## config.mk

```make
export PLATFORM = sky130hd
export DESIGN_NAME = id_stage
export DESIGN_NICKNAME = d
export VERILOG_FILES = /design/src/rtl/arm_pkg.sv /design/src/rtl/id_stage_register_file.sv /design/src/rtl/id_stage.sv
export SDC_FILE = /design/constraint.sdc
export NUM_CORES = 1
export LEC_CHECK = 0
export CORE_MARGIN = 5
export CORE_UTILIZATION = 63
export CTS_CLUSTER_DIAMETER = 50
export DETAILED_ROUTE_END_ITERATION = 10
export HOLD_SLACK_MARGIN = 0.1
export PLACE_DENSITY = 0.86
export SLEW_MARGIN = 10
export SYNTH_ARGS = -nofsm -noshare
export SYNTH_HDL_FRONTEND = slang
export SYNTH_SLANG_ARGS = --single-unit
export TNS_END_PERCENT = 10
```

## constraint.sdc

```tcl
create_clock -name clk -period 50.2 [get_ports clk]
set_clock_uncertainty 0.05 [all_clocks]
set_input_delay 12.55 -clock clk [delete_from_list [all_inputs] [get_ports clk]]
set_output_delay 12.55 -clock clk [all_outputs]
set_load 0.03 [all_outputs]
```

## src/rtl/arm_pkg.sv

```systemverilog
// Shared encodings for the ARM decode path: condition codes, modes, opcodes,
// ALU commands, status bit positions and the control bundle handed to EXE.
package arm_pkg;

  localparam int unsigned WIDTH     = 32;
  localparam int unsigned NUM_REGS  = 15;
  localparam int unsigned REG_IDX_W = 4;
  localparam int unsigned CMD_W     = 4;

  // ALU commands
  localparam logic [CMD_W-1:0] EXE_NOP = 4'b0000;
  localparam logic [CMD_W-1:0] EXE_MOV = 4'b0001;
  localparam logic [CMD_W-1:0] EXE_ADD = 4'b0010;
  localparam logic [CMD_W-1:0] EXE_ADC = 4'b0011;
  localparam logic [CMD_W-1:0] EXE_SUB = 4'b0100;
  localparam logic [CMD_W-1:0] EXE_SBC = 4'b0101;
  localparam logic [CMD_W-1:0] EXE_AND = 4'b0110;
  localparam logic [CMD_W-1:0] EXE_ORR = 4'b0111;
  localparam logic [CMD_W-1:0] EXE_EOR = 4'b1000;
  localparam logic [CMD_W-1:0] EXE_MVN = 4'b1001;

  // Data-processing opcodes, instruction[24:21]
  localparam logic [3:0] OP_AND = 4'b0000;
  localparam logic [3:0] OP_EOR = 4'b0001;
  localparam logic [3:0] OP_SUB = 4'b0010;
  localparam logic [3:0] OP_ADD = 4'b0100;
  localparam logic [3:0] OP_ADC = 4'b0101;
  localparam logic [3:0] OP_SBC = 4'b0110;
  localparam logic [3:0] OP_TST = 4'b1000;
  localparam logic [3:0] OP_CMP = 4'b1010;
  localparam logic [3:0] OP_ORR = 4'b1100;
  localparam logic [3:0] OP_MOV = 4'b1101;
  localparam logic [3:0] OP_MVN = 4'b1111;

  typedef enum logic [3:0] {
    COND_EQ = 4'h0, COND_NE = 4'h1, COND_CS = 4'h2, COND_CC = 4'h3,
    COND_MI = 4'h4, COND_PL = 4'h5, COND_VS = 4'h6, COND_VC = 4'h7,
    COND_HI = 4'h8, COND_LS = 4'h9, COND_GE = 4'ha, COND_LT = 4'hb,
    COND_GT = 4'hc, COND_LE = 4'hd, COND_AL = 4'he, COND_NV = 4'hf
  } cond_e;

  typedef enum logic [1:0] {
    MODE_DP  = 2'b00,
    MODE_MEM = 2'b01,
    MODE_BR  = 2'b10,
    MODE_NOP = 2'b11
  } mode_e;

  localparam int unsigned FLAG_N = 3;
  localparam int unsigned FLAG_Z = 2;
  localparam int unsigned FLAG_C = 1;
  localparam int unsigned FLAG_V = 0;

  typedef struct packed {
    logic             wb_en;
    logic             mem_r_en;
    logic             mem_w_en;
    logic             b;
    logic             s;
    logic [CMD_W-1:0] exe_cmd;
  } ctrl_t;

  localparam ctrl_t CTRL_NONE = '0;

endpackage

```

## src/rtl/id_stage_register_file.sv

```systemverilog
// Architectural register file R0..R14: reset to R[i]=i, one write port from WB,
// two combinational read ports with write-through bypass; index 15 reads as 0.
module register_file #(
  parameter int unsigned NUM_REGS = 15,
  parameter int unsigned WIDTH    = 32,
  parameter int unsigned IDX_W    = 4
) (
  input  logic             clk,
  input  logic             rst,
  input  logic             wr_en,
  input  logic [IDX_W-1:0] wr_idx,
  input  logic [WIDTH-1:0] wr_data,
  input  logic [IDX_W-1:0] rd_idx_a,
  input  logic [IDX_W-1:0] rd_idx_b,
  output logic [WIDTH-1:0] rd_data_a,
  output logic [WIDTH-1:0] rd_data_b
);

  logic [WIDTH-1:0] regs [NUM_REGS];
  logic             wr_ok;

  assign wr_ok = wr_en && (wr_idx < IDX_W'(NUM_REGS));

  always_ff @(posedge clk or posedge rst) begin
    if (rst) begin
      for (int unsigned i = 0; i < NUM_REGS; i++) regs[i] <= WIDTH'(i);
    end else if (wr_ok) begin
      regs[wr_idx] <= wr_data;
    end
  end

  // PC slot is not stored, so it never bypasses and always reads zero
  assign rd_data_a = (rd_idx_a >= IDX_W'(NUM_REGS)) ? '0 :
                     (wr_en && (wr_idx == rd_idx_a)) ? wr_data : regs[rd_idx_a];
  assign rd_data_b = (rd_idx_b >= IDX_W'(NUM_REGS)) ? '0 :
                     (wr_en && (wr_idx == rd_idx_b)) ? wr_data : regs[rd_idx_b];

endmodule

```

## src/rtl/id_stage.sv

```systemverilog
// ARM decode stage: condition check, EXE/MEM/WB control generation, operand
// fetch from the register file and source reporting to the hazard unit.
module id_stage
  import arm_pkg::*;
#(
  parameter int unsigned NUM_REGS = 15,
  parameter int unsigned WIDTH    = 32
) (
  input  logic             clk,
  input  logic             rst,
  input  logic [WIDTH-1:0] pc_in,
  input  logic [31:0]      instruction,
  input  logic [3:0]       status,
  input  logic             hazard,
  input  logic             wb_wb_en,
  input  logic [3:0]       wb_dest,
  input  logic [WIDTH-1:0] wb_value,
  output logic [WIDTH-1:0] pc,
  output logic             wb_en,
  output logic             mem_r_en,
  output logic             mem_w_en,
  output logic             b,
  output logic             s,
  output logic [3:0]       exe_cmd,
  output logic [WIDTH-1:0] val_rn,
  output logic [WIDTH-1:0] val_rm,
  output logic             imm,
  output logic [11:0]      shift_operand,
  output logic [23:0]      signed_imm_24,
  output logic [3:0]       dest,
  output logic [3:0]       src1,
  output logic [3:0]       src2,
  output logic             two_src
);

  mode_e      mode;
  logic [3:0] opcode;
  logic       s_bit;
  logic       is_store;
  logic       cond_pass;
  ctrl_t      raw_ctrl;
  ctrl_t      ctrl;

  logic flag_n, flag_z, flag_c, flag_v;

  assign mode   = mode_e'(instruction[27:26]);
  assign opcode = instruction[24:21];
  assign s_bit  = instruction[20];
  assign flag_n = status[FLAG_N];
  assign flag_z = status[FLAG_Z];
  assign flag_c = status[FLAG_C];
  assign flag_v = status[FLAG_V];

  // Store is decoded ungated so the hazard unit sees Rd as a source even in a bubble
  assign is_store = (mode == MODE_MEM) && !s_bit;

  always_comb begin
    cond_pass = 1'b0;
    unique case (cond_e'(instruction[31:28]))
      COND_EQ: cond_pass = flag_z;
      COND_NE: cond_pass = !flag_z;
      COND_CS: cond_pass = flag_c;
      COND_CC: cond_pass = !flag_c;
      COND_MI: cond_pass = flag_n;
      COND_PL: cond_pass = !flag_n;
      COND_VS: cond_pass = flag_v;
      COND_VC: cond_pass = !flag_v;
      COND_HI: cond_pass = flag_c && !flag_z;
      COND_LS: cond_pass = !flag_c || flag_z;
      COND_GE: cond_pass = (flag_n == flag_v);
      COND_LT: cond_pass = (flag_n != flag_v);
      COND_GT: cond_pass = !flag_z && (flag_n == flag_v);
      COND_LE: cond_pass = flag_z || (flag_n != flag_v);
      COND_AL: cond_pass = 1'b1;
      COND_NV: cond_pass = 1'b0;
      default: cond_pass = 1'b0;
    endcase
  end

  always_comb begin
    raw_ctrl = CTRL_NONE;
    unique case (mode)
      MODE_DP: begin
        raw_ctrl.s = s_bit;
        case (opcode)
          OP_MOV:  begin raw_ctrl.exe_cmd = EXE_MOV; raw_ctrl.wb_en = 1'b1; end
          OP_MVN:  begin raw_ctrl.exe_cmd = EXE_MVN; raw_ctrl.wb_en = 1'b1; end
          OP_ADD:  begin raw_ctrl.exe_cmd = EXE_ADD; raw_ctrl.wb_en = 1'b1; end
          OP_ADC:  begin raw_ctrl.exe_cmd = EXE_ADC; raw_ctrl.wb_en = 1'b1; end
          OP_SUB:  begin raw_ctrl.exe_cmd = EXE_SUB; raw_ctrl.wb_en = 1'b1; end
          OP_SBC:  begin raw_ctrl.exe_cmd = EXE_SBC; raw_ctrl.wb_en = 1'b1; end
          OP_AND:  begin raw_ctrl.exe_cmd = EXE_AND; raw_ctrl.wb_en = 1'b1; end
          OP_ORR:  begin raw_ctrl.exe_cmd = EXE_ORR; raw_ctrl.wb_en = 1'b1; end
          OP_EOR:  begin raw_ctrl.exe_cmd = EXE_EOR; raw_ctrl.wb_en = 1'b1; end
          OP_CMP:  raw_ctrl.exe_cmd = EXE_SUB;
          OP_TST:  raw_ctrl.exe_cmd = EXE_AND;
          default: raw_ctrl.exe_cmd = EXE_NOP;
        endcase
      end
      MODE_MEM: begin
        raw_ctrl.exe_cmd = EXE_ADD;
        if (s_bit) begin
          raw_ctrl.mem_r_en = 1'b1;
          raw_ctrl.wb_en    = 1'b1;
          raw_ctrl.s        = 1'b1;
        end else begin
          raw_ctrl.mem_w_en = 1'b1;
        end
      end
      MODE_BR:  raw_ctrl.b = 1'b1;
      default:  raw_ctrl = CTRL_NONE;
    endcase
  end

  assign ctrl = (hazard || !cond_pass) ? CTRL_NONE : raw_ctrl;

  assign wb_en    = ctrl.wb_en;
  assign mem_r_en = ctrl.mem_r_en;
  assign mem_w_en = ctrl.mem_w_en;
  assign b        = ctrl.b;
  assign s        = ctrl.s;
  assign exe_cmd  = ctrl.exe_cmd;

  assign pc            = pc_in;
  assign imm           = instruction[25];
  assign shift_operand = instruction[11:0];
  assign signed_imm_24 = instruction[23:0];
  assign dest          = instruction[15:12];
  assign src1          = instruction[19:16];
  assign src2          = is_store ? instruction[15:12] : instruction[3:0];
  assign two_src       = !instruction[25] || is_store;

  register_file #(
    .NUM_REGS (NUM_REGS),
    .WIDTH    (WIDTH),
    .IDX_W    (REG_IDX_W)
  ) u_register_file (
    .clk       (clk),
    .rst       (rst),
    .wr_en     (wb_wb_en),
    .wr_idx    (wb_dest),
    .wr_data   (wb_value),
    .rd_idx_a  (src1),
    .rd_idx_b  (src2),
    .rd_data_a (val_rn),
    .rd_data_b (val_rm)
  );

endmodule

```

Word-level counts from Yosys, hierarchy flattened
Index checks and enable logic that the tools add are counted.
{ "op_classes": {"n_addsub": 0, "n_mul": 0, "div_mod_pow": 0, "magnitude_cmp": 7, "eq_ne": 31, "shifts": 0, "muxes": 25, "bitwise_logic": 3, "n_reduce_logical": 24} }
{ "op_table": {"columns": ["operator", "n"], "rows": [
  ["480-bit bitwise mux", 1],
  ["32-bit 2-to-1 mux", 9],
  ["32-bit binary-select mux with 4-bit select", 2],
  ["32-bit demux with 4-bit select", 1],
  ["4-bit equality test (second input constant)", 13],
  ["4-bit one-hot mux with 9 select lines", 1],
  ["4-bit by 3-bit equality test with 1-bit output (second input constant)", 7],
  ["1-bit one-hot mux with 16 select lines", 1],
  ["5-bit greater-or-equal comparator (second input constant)", 3],
  ["4-bit NOT with 5-bit output", 3],
  ["4-bit by 2-bit equality test with 1-bit output (second input constant)", 3],
  ["5-bit one-hot mux with 2 select lines", 1],
  ["9-bit 2-to-1 mux", 1],
  ["9-bit OR reduction", 1],
  ["4-bit by 1-bit equality test with 1-bit output (second input constant)", 2],
  ["4-bit equality test", 2],
  ["4-bit greater-or-equal comparator (second input constant)", 2],
  ["4-bit zero test", 2],
  ["1-bit logical AND", 7],
  ["1-bit zero test", 7],
  ["5-bit by 1-bit less-than comparator with 1-bit output (second input constant)", 1],
  ["1-bit logical OR", 4],
  ["4-bit less-than comparator (second input constant)", 1],
  ["1-bit 2-to-1 mux", 4],
  ["other kinds (9)", 11]
]} }
{ "word_totals": {"regBits": 480, "latch_bits": 0, "mem_bits_rw": 0, "rom_bits": 0, "input_bits": 108, "out_inout_bits": 155, "elab_cells": 105, "memories": 0} }

Logic depth before layout (Yosys ltp)
Gate-level depths: netlist (run 1).
{ "depth": {"word_depth": 9, "depth_mapped": 11, "ltp_nobuf": 7} }

Modules after synthesis
Synthesis (run 1) repeated with hierarchy kept, for this count alone.
{ "hier_totals": {"hier_cells": 2109, "area_unflattened_um2": 27652.8} }
{ "modules_own_cells": {"columns": ["module", "n_inst", "cells_each", "area_per_inst_um2", "seq_area_each_um2"], "rows": [
  ["register_file", 1, 1959, 26541.7, 12046.6],
  ["id_stage", 1, 150, 1111.1, 0.0]
]} }

Worst setup path before layout (run 1)
No wires, ideal clock.
{ "synth_path": {"path_kind": "input to output", "start": "in status[3]", "end": "out exe_cmd[2]", "t_arrival_ns": 14.813, "t_required_ns": 37.600, "setup_slack_ns": 22.787, "cell_stages": 7, "path_buffers": 1, "path_cell_list": "xor2_1 -> a311oi_1 -> o22ai_1 -> xnor2_1 -> a2111o_1 -> clkbuf_1 -> nor4b_1"} }
{ "synth_between": {"elab_chain_cells": 6, "word_cells_on_any_way": 9, "classes_between": "2 x eq/ne; 2 x mux; 5 x reduce/logical"} }
{ "synth_lines": {"columns": ["item", "line_no", "rtl"], "rows": [
  ["from (decl)", "id_stage.sv:13", "input logic [3:0] status,"],
  ["1-bit != test / 1-bit equality test (equally long branches)", null, null],
  ["1-bit logical OR / 1-bit logical AND (equally long branches)", "id_stage.sv:73, id_stage.sv:72", null],
  ["1-bit one-hot mux with 16 select lines *", "id_stage.sv:59", "unique case (cond_e'(instruction[31:28]))"],
  ["1-bit zero test *", "id_stage.sv:115", "assign ctrl = (hazard || !cond_pass) ? CTRL_NONE : raw_ctrl;"],
  ["1-bit logical OR *", "id_stage.sv:115", null],
  ["9-bit 2-to-1 mux *", "id_stage.sv:115", null],
  ["to (decl)", "id_stage.sv:24", "output logic [3:0] exe_cmd,"]
]} }
Mark *: on every way between the ends. The rest lies on a longest branch, timed or not.

Worst setup path after layout (run 1)
{ "layout_path": {"start": "in instruction[27]", "end": "out val_rm[18]"} }
{ "layout_between": {"elab_chain_cells": 9, "word_cells_on_any_way": 12, "classes_between": "1 x order compare; 2 x eq/ne; 6 x mux; 1 x bitwise; 2 x reduce/logical"} }
{ "layout_lines": {"columns": ["item", "line_no", "rtl"], "rows": [
  ["from (decl)", "id_stage.sv:12", "input logic [31:0] instruction,"],
  ["2-bit by 1-bit equality test with 1-bit output *", "id_stage.sv:55", "assign is_store = (mode == MODE_MEM) && !s_bit;"],
  ["1-bit logical AND *", "id_stage.sv:55", null],
  ["4-bit 2-to-1 mux *", "id_stage.sv:130", "assign src2 = is_store ? instruction[15:12] : instruction[3:0];"],
  ["4-bit NOT with 5-bit output (not written as such)", "id_stage_register_file.sv:36", "(wr_en && (wr_idx == rd_idx_b)) ? wr_data : regs[rd_idx_b];"],
  ["32-bit binary-select mux with 4-bit select", "id_stage_register_file.sv:36", null],
  ["32-bit 2-to-1 mux (not written as such) (2 in a row)", "id_stage_register_file.sv:36", null],
  ["32-bit 2-to-1 mux", "id_stage_register_file.sv:36", null],
  ["32-bit 2-to-1 mux *", "id_stage_register_file.sv:35", "assign rd_data_b = (rd_idx_b >= IDX_W'(NUM_REGS)) ? '0 :"],
  ["to (decl)", "id_stage.sv:26", "output logic [WIDTH-1:0] val_rm,"]
]} }
Mark *: on every way between the ends. The rest lies on a longest branch, timed or not. The select of a mux whose other input is x is not followed.

==> results of run 1 <==
synth_stat cells (all sizes together) (3+ instances only):
master	number	share of area (%)
a31oi	3	0.066
buf	148	3.3
nor4	4	0.11
clkbuf	148	1.9
nand2	171	2.2
inv	11	0.15
nor3	6	0.11
nor2	51	0.68
nor2b	5	0.11
nor3b	5	0.15
and4	32	0.98
dfstp	28	2.6
mux4	192	15
xnor2	6	0.18
a21oi	42	0.74
xor2	4	0.12
a221oi	32	0.98
nand3	38	0.67
mux2	480	19
mux2i	201	7.1
a221o	31	1.1
a32o	31	1.1
o21ai	68	1.2
nand2b	7	0.15
dfrtp	452	40
kinds of logic after synthesis:
family	Yosys count
muxes	873
DFF	480
and+or+nand+nor	331
buffers and inverters	307
AOI/OAI and AO/OA	222
xor gates and xnor gates	10
cell usage in the layout, fill, tap and decap left out, drive strengths merged, types with 7 or more instances in the layout:
cell,count
mux2,480
dfrtp,452
mux2i,201
mux4,192
nand2,171
clkdlybuf4s50,166
clkbuf,74
o21ai,68
nor2,51
buf,49
a21oi,42
nand3,38
a221oi,32
and4,32
a32o,31
a221o,31
dfstp,28
inv,15
clkinv,8
nand2b,7
layout make-up:
type / instances / area (um2)
fill: 2948 / 13300
multi-input combinational: 1436 / 15200
clock buffer: 73 / 1520
sequential: 480 / 12000
tap: 600 / 751
timing repair buffer: 216 / 2050
inverter: 11 / 53.8
antenna: 1 / 2.50
clock inverter: 20 / 203
critical path, stage by stage:
cell and delay, ps:
clkdlybuf4s50_1 590, or3b_2 530, buf_4 350, a2111oi_2 440, or2_2 220, nand3_2 910, nor2_4 1010, buf_4 420
a221o_1 300, clkdlybuf4s50_1 710
path summary, 6_finish.rpt:
check,from,to,slack [ps],cells past startpoint
min in group asynchronous,rst,u_register_file.regs[384]$_DFFE_PP0P_,12500,2
max in group asynchronous,rst,u_register_file.regs[14]$_DFFE_PP0P_,35160,4
setup reg to reg,u_register_file.regs[126]$_DFFE_PP0P_,u_register_file.regs[126]$_DFFE_PP0P_,49280,1
hold reg to reg,u_register_file.regs[46]$_DFFE_PP0P_,u_register_file.regs[46]$_DFFE_PP0P_,480,1
hold / removal,u_register_file.regs[46]$_DFFE_PP0P_,u_register_file.regs[46]$_DFFE_PP0P_,480,1
setup / recovery,instruction[27],val_rm[18],19500,10
power breakdown:
part	switching (mW)	internal (mW)	total, mW	leakage [nW]
Clock	0.163	0.226	0.390	0.841
Sequential	0.0822	0.482	0.564	5.84
Combinational	0.167	0.202	0.369	6.38
per-stage QoR:
stage          power (mW)  cells
2_1_floorplan       0.817   2223
6_report             1.32   2837
4_1_cts              1.32   2836
5_1_grt              1.37   2836
3_5_place_dp        0.926   2743
3_3_place_gp        0.904   2743
per-layer routing:
metal  vias to the layer above  wire [um]  track usage (%)
met5                         -         74                0
met4                         6       4620             15.7
li1                       8309          -                -
met2                      1593      39600             52.2
met1                     10800      32100             45.8
met3                       381      10800             11.2
==> qor.txt, run 1 <==
WP data arrival: 18100 ps
DRC violations left: 0
Hold Buf Count CTS: 0
post-synth cell types: 55
clk buf depth: 3
first-pass GRT wire length: 133000 um
Core Rows: 78
Net Count, Synth: 2331
max reg flops: 480
Worst setup SP type: input port
Antenna Nets Post-Route: 0
IO buf count: 174
Place WS: 19770 ps
final worst path period need: 30700 ps
RePlAce Congestion: 0.856
vias per inst: 7.43
average size of a mapped cell: 12.9 um2
Tightest Pin Transition: 1390 ps
Seq/Total Area, Yosys: 42.1%
largest family of logic cells by synthesized area: multiplexers
synth warn: 0
Largest regs: u_register_file.regs: 480 flops
fmax: 32.6 MHz
Post-synth EDFFs: 0
endpoint class of the critical path: output port
# IOs: 263
RSZ-0062 raised after global routing: no
final worst path period share: 61.2%
largest net degree at the start of global routing: 127
post_cts resized: 0
total CTS buffers: 52
worst min path class: flip-flop to flip-flop
layout overhead on the synthesized area: 11.3%
Synth Area in Compound Gates: 5.59%
number of DRC markers in iteration 0: 2487
DR vias: 21100
worst setup margin: 19500 ps
Initial Util: 63.4%
count of final hold-check violations: 0
Post-Synth XOR/XNOR Area: 0.306%
placed instance area: 30100 um2
CTS tree: done
Req. time, crit path: 37600 ps
grt total ovfl: 0
final instance area: 31800 um2
CP max FO: 45
final wirelength: 87300 um
Yosys reg bits: 480
Clock Pin Slew Worst Setup and Hold Paths: 60 ps
Final #Nets: 2305
Slew HR: 6.90%
Synth Cell Area: 28600 um2
GRT Util Overall: 34.4%
Max Slew Vio Count: 0
WL/cell: 30.8 um
Crit Path Class: input port to output port
layout cells sized above 1: 38.9%
Biggest register: u_register_file.regs
die height: 223 um
Die Wd: 223 um
1st-pass router iterations: 6
Pleak: 13.1 nW
vias in the first global route: 21700
MaxCap Viol Count: 0
mux share of post-synthesis cell area: 41.1%
Setup TNS: 0 ps
setup violators final: 0
run status: completed
CTS Root Cell: clkbuf_16
Core Area: 45100 um2
Peak VDD IR: 33.2 uV
CTS H-tree depth: 2
Post-synth ARST share: 100%
Syn Inst Count: 2223
clk_lat worst skew: 610 ps
antenna violations before repair: 4
top_reg_cell synth: dfrtp_1
CTS Sinks: 480
final core occ: 70.6%
Min Hold Slack: 483 ps
power density over the cells: 41.6 nW/um2
Post-Synth Adder-Cell Area: 0%
Post-CTS Setup Repair Bufs: 0
Simple-Gate Fraction of Synth Area: 5.49%
DPL Wire Length: 48900 um
Die ar.: 49700 um2
Note: power is estimated with default switching activity, not from simulation.
==> run 2, diff against run 1 <==
--- a/config.mk
+++ b/config.mk
@@ -6,11 +6,11 @@
 export NUM_CORES = 1
 export LEC_CHECK = 0
 export CORE_MARGIN = 5
-export CORE_UTILIZATION = 63
+export CORE_UTILIZATION = 53
 export CTS_CLUSTER_DIAMETER = 50
 export DETAILED_ROUTE_END_ITERATION = 10
 export HOLD_SLACK_MARGIN = 0.1
-export PLACE_DENSITY = 0.86
+export PLACE_DENSITY = 0.77
 export SLEW_MARGIN = 10
 export SYNTH_ARGS = -nofsm -noshare
 export SYNTH_HDL_FRONTEND = slang
==> constraint.sdc (replaced) <==
create_clock -name clk -period 25.5 [get_ports clk]
set_clock_uncertainty 0.05 [all_clocks]
set_input_delay 6.375 -clock clk [delete_from_list [all_inputs] [get_ports clk]]
set_output_delay 6.375 -clock clk [all_outputs]
set_load 0.03 [all_outputs]
==> qor.txt, run 2 (synthesis results as in run 1) <==
run status: completed
clk buf depth: 3
Crit Path Class: input port to output port
FF-to-FF setup slack: 24610 ps
CP max FO: 73
non-filler instance count after layout: 2941
final worst path period need: 18590 ps
critical path's slowest cell: buf_4
most common cell after layout, fill and taps aside: mux2_2
total CTS buffers: 54
commonest non-fill, non-tap cells in the layout: mux2_2, dfrtp_1, mux2i_1, mux4_2, nand2_1
max reg flops: 480
Flop pwr share: 42.3%
endpoint class of the critical path: output port
final instance area: 32000 um2
crit-path max cell delay: 920 ps
Sw Ratio: 31.0%
Setup TNS: 0 ps
DRC violations left: 0
worst min path class: flip-flop to flip-flop
layout cells sized above 1: 38.9%
antenna violations before repair: 0
DPL Wire Length: 50100 um
die height: 242 um
first-pass GRT wire length: 136000 um
CP delay by family, top: buffers and inverters
power density over the cells: 81.6 nW/um2
Cells after DPL: 2842
Worst path most repeated cell: buf_4
clk_lat worst skew: 620 ps
CTS tree: done
critical path cell sequence: clkdlybuf4s50_1, nor3b_4, buf_4, mux2i_4, buf_4, buf_4, nor4_1, nor2_4, buf_4, a221o_1, clkdlybuf4s50_1
CTS H-tree depth: 2
MaxCap Viol Count: 0
number of DRC markers in iteration 0: 2605
Clock Pin Slew Worst Setup and Hold Paths: 50 ps
WP data arrival: 12160 ps
Gate power share: 27.7%
post_cts resized: 0
Slew HR: 16.5%
Max Slew Vio Count: 0
Hold Buf Count CTS: 0
Peak VDD IR: 64.2 uV
Worst setup SP type: input port
RSZ-0062 raised after global routing: no
setup violators final: 0
vias in the first global route: 21400
# IOs: 263
Die ar.: 58700 um2
fmax: 53.8 MHz
CTS Sinks: 480
CP Buf/Inv Count: 6
Power Internal: 1.80 mW
NetSw: 0.809 mW
Core Rows: 85
layout overhead on the synthesized area: 11.9%
IO buf count: 174
Final #Nets: 2310
Clock Power Share: 29.9%
count of final hold-check violations: 0
final wirelength: 90100 um
Core Area: 53600 um2
CTS Root Cell: clkbuf_16
Initial Util: 53.3%
Tightest Pin Transition: 1230 ps
largest net degree at the start of global routing: 127
Antenna Nets Post-Route: 0
Pleak: 13.1 nW
vias per inst: 7.04
Largest regs: u_register_file.regs: 480 flops
Post-CTS Setup Repair Bufs: 0
final core occ: 59.7%
n_diodes: 0
placed instance area: 30200 um2
Die Wd: 242 um
grt total ovfl: 0
1st-pass router iterations: 6
GRT Util Overall: 29.9%
RePlAce Congestion: 0.860
Biggest register: u_register_file.regs
Req. time, crit path: 19080 ps
WL/cell: 30.6 um
final worst path period share: 72.9%
DR vias: 20700
==> run 2: cell count changes in the layout (fill, tap and decap cells not counted), moves of 2 or more <==
cell	change
clkbuf_8	-6
clkbuf_1	+5
clkinv_2	+5
buf_4	+4
clkbuf_16	+4
clkinv_4	+4
inv_6	-4
clkinvlp_4	-2
==> run 2: power by group through the flow <==
stage / sequential [mW] / clock (mW) / combinational, mW
6_report: 1.11 / 0.781 / 0.724
5_1_grt: 1.12 / 0.817 / 0.773
3_3_place_gp: 1.09 / 0 / 0.696
2_1_floorplan: 1.05 / 0 / 0.554
4_1_cts: 1.10 / 0.787 / 0.722
3_5_place_dp: 1.11 / 0 / 0.717
==> run 2: cell type report <==
cell class / instances / area (um2)
Clock buffer: 76 / 1560
Inverter: 11 / 53.8
Timing Repair Buffer: 219 / 2060
Tap cell: 696 / 871
Sequential cell: 480 / 12000
Clock inverter: 23 / 213
Fill cell: 4090 / 21600
Multi-Input combinational cell: 1436 / 15200
==> run 2: final timing paths <==
path | startpoint | end | cells after the start
worst min-delay path | u_register_file.regs[102]$_DFFE_PP0P_ | u_register_file.regs[102]$_DFFE_PP0P_ | 1
max in group asynchronous | rst | u_register_file.regs[148]$_DFFE_PP0P_ | 4
worst max register to register | u_register_file.regs[429]$_DFFE_PP0P_ | u_register_file.regs[429]$_DFFE_PP0P_ | 1
worst max-delay path | instruction[26] | val_rm[29] | 11
min in group asynchronous | rst | u_register_file.regs[476]$_DFFE_PP0P_ | 2
worst min register to register | u_register_file.regs[102]$_DFFE_PP0P_ | u_register_file.regs[102]$_DFFE_PP0P_ | 1
==> run 2: stage by stage <==
step,power (mW),hold slack [ps],worst slack (ps)
floorplan,1.61,431,5730
global placement,1.79,456,7210
detailed placement,1.82,466,7080
CTS,2.60,483,7080
global route,2.71,492,6810
finish,2.61,483,6910
==> run 2: metal layers <==
layer / routed length [um] / track usage [%] / vias to the layer above
li1: - / - / 8304
met1: 35600 / 41.9 / 10600
met2: 39900 / 44.8 / 1439
met3: 10100 / 7.36 / 320
met4: 4450 / 13.3 / 0
met5: 0 / 0.163 / -
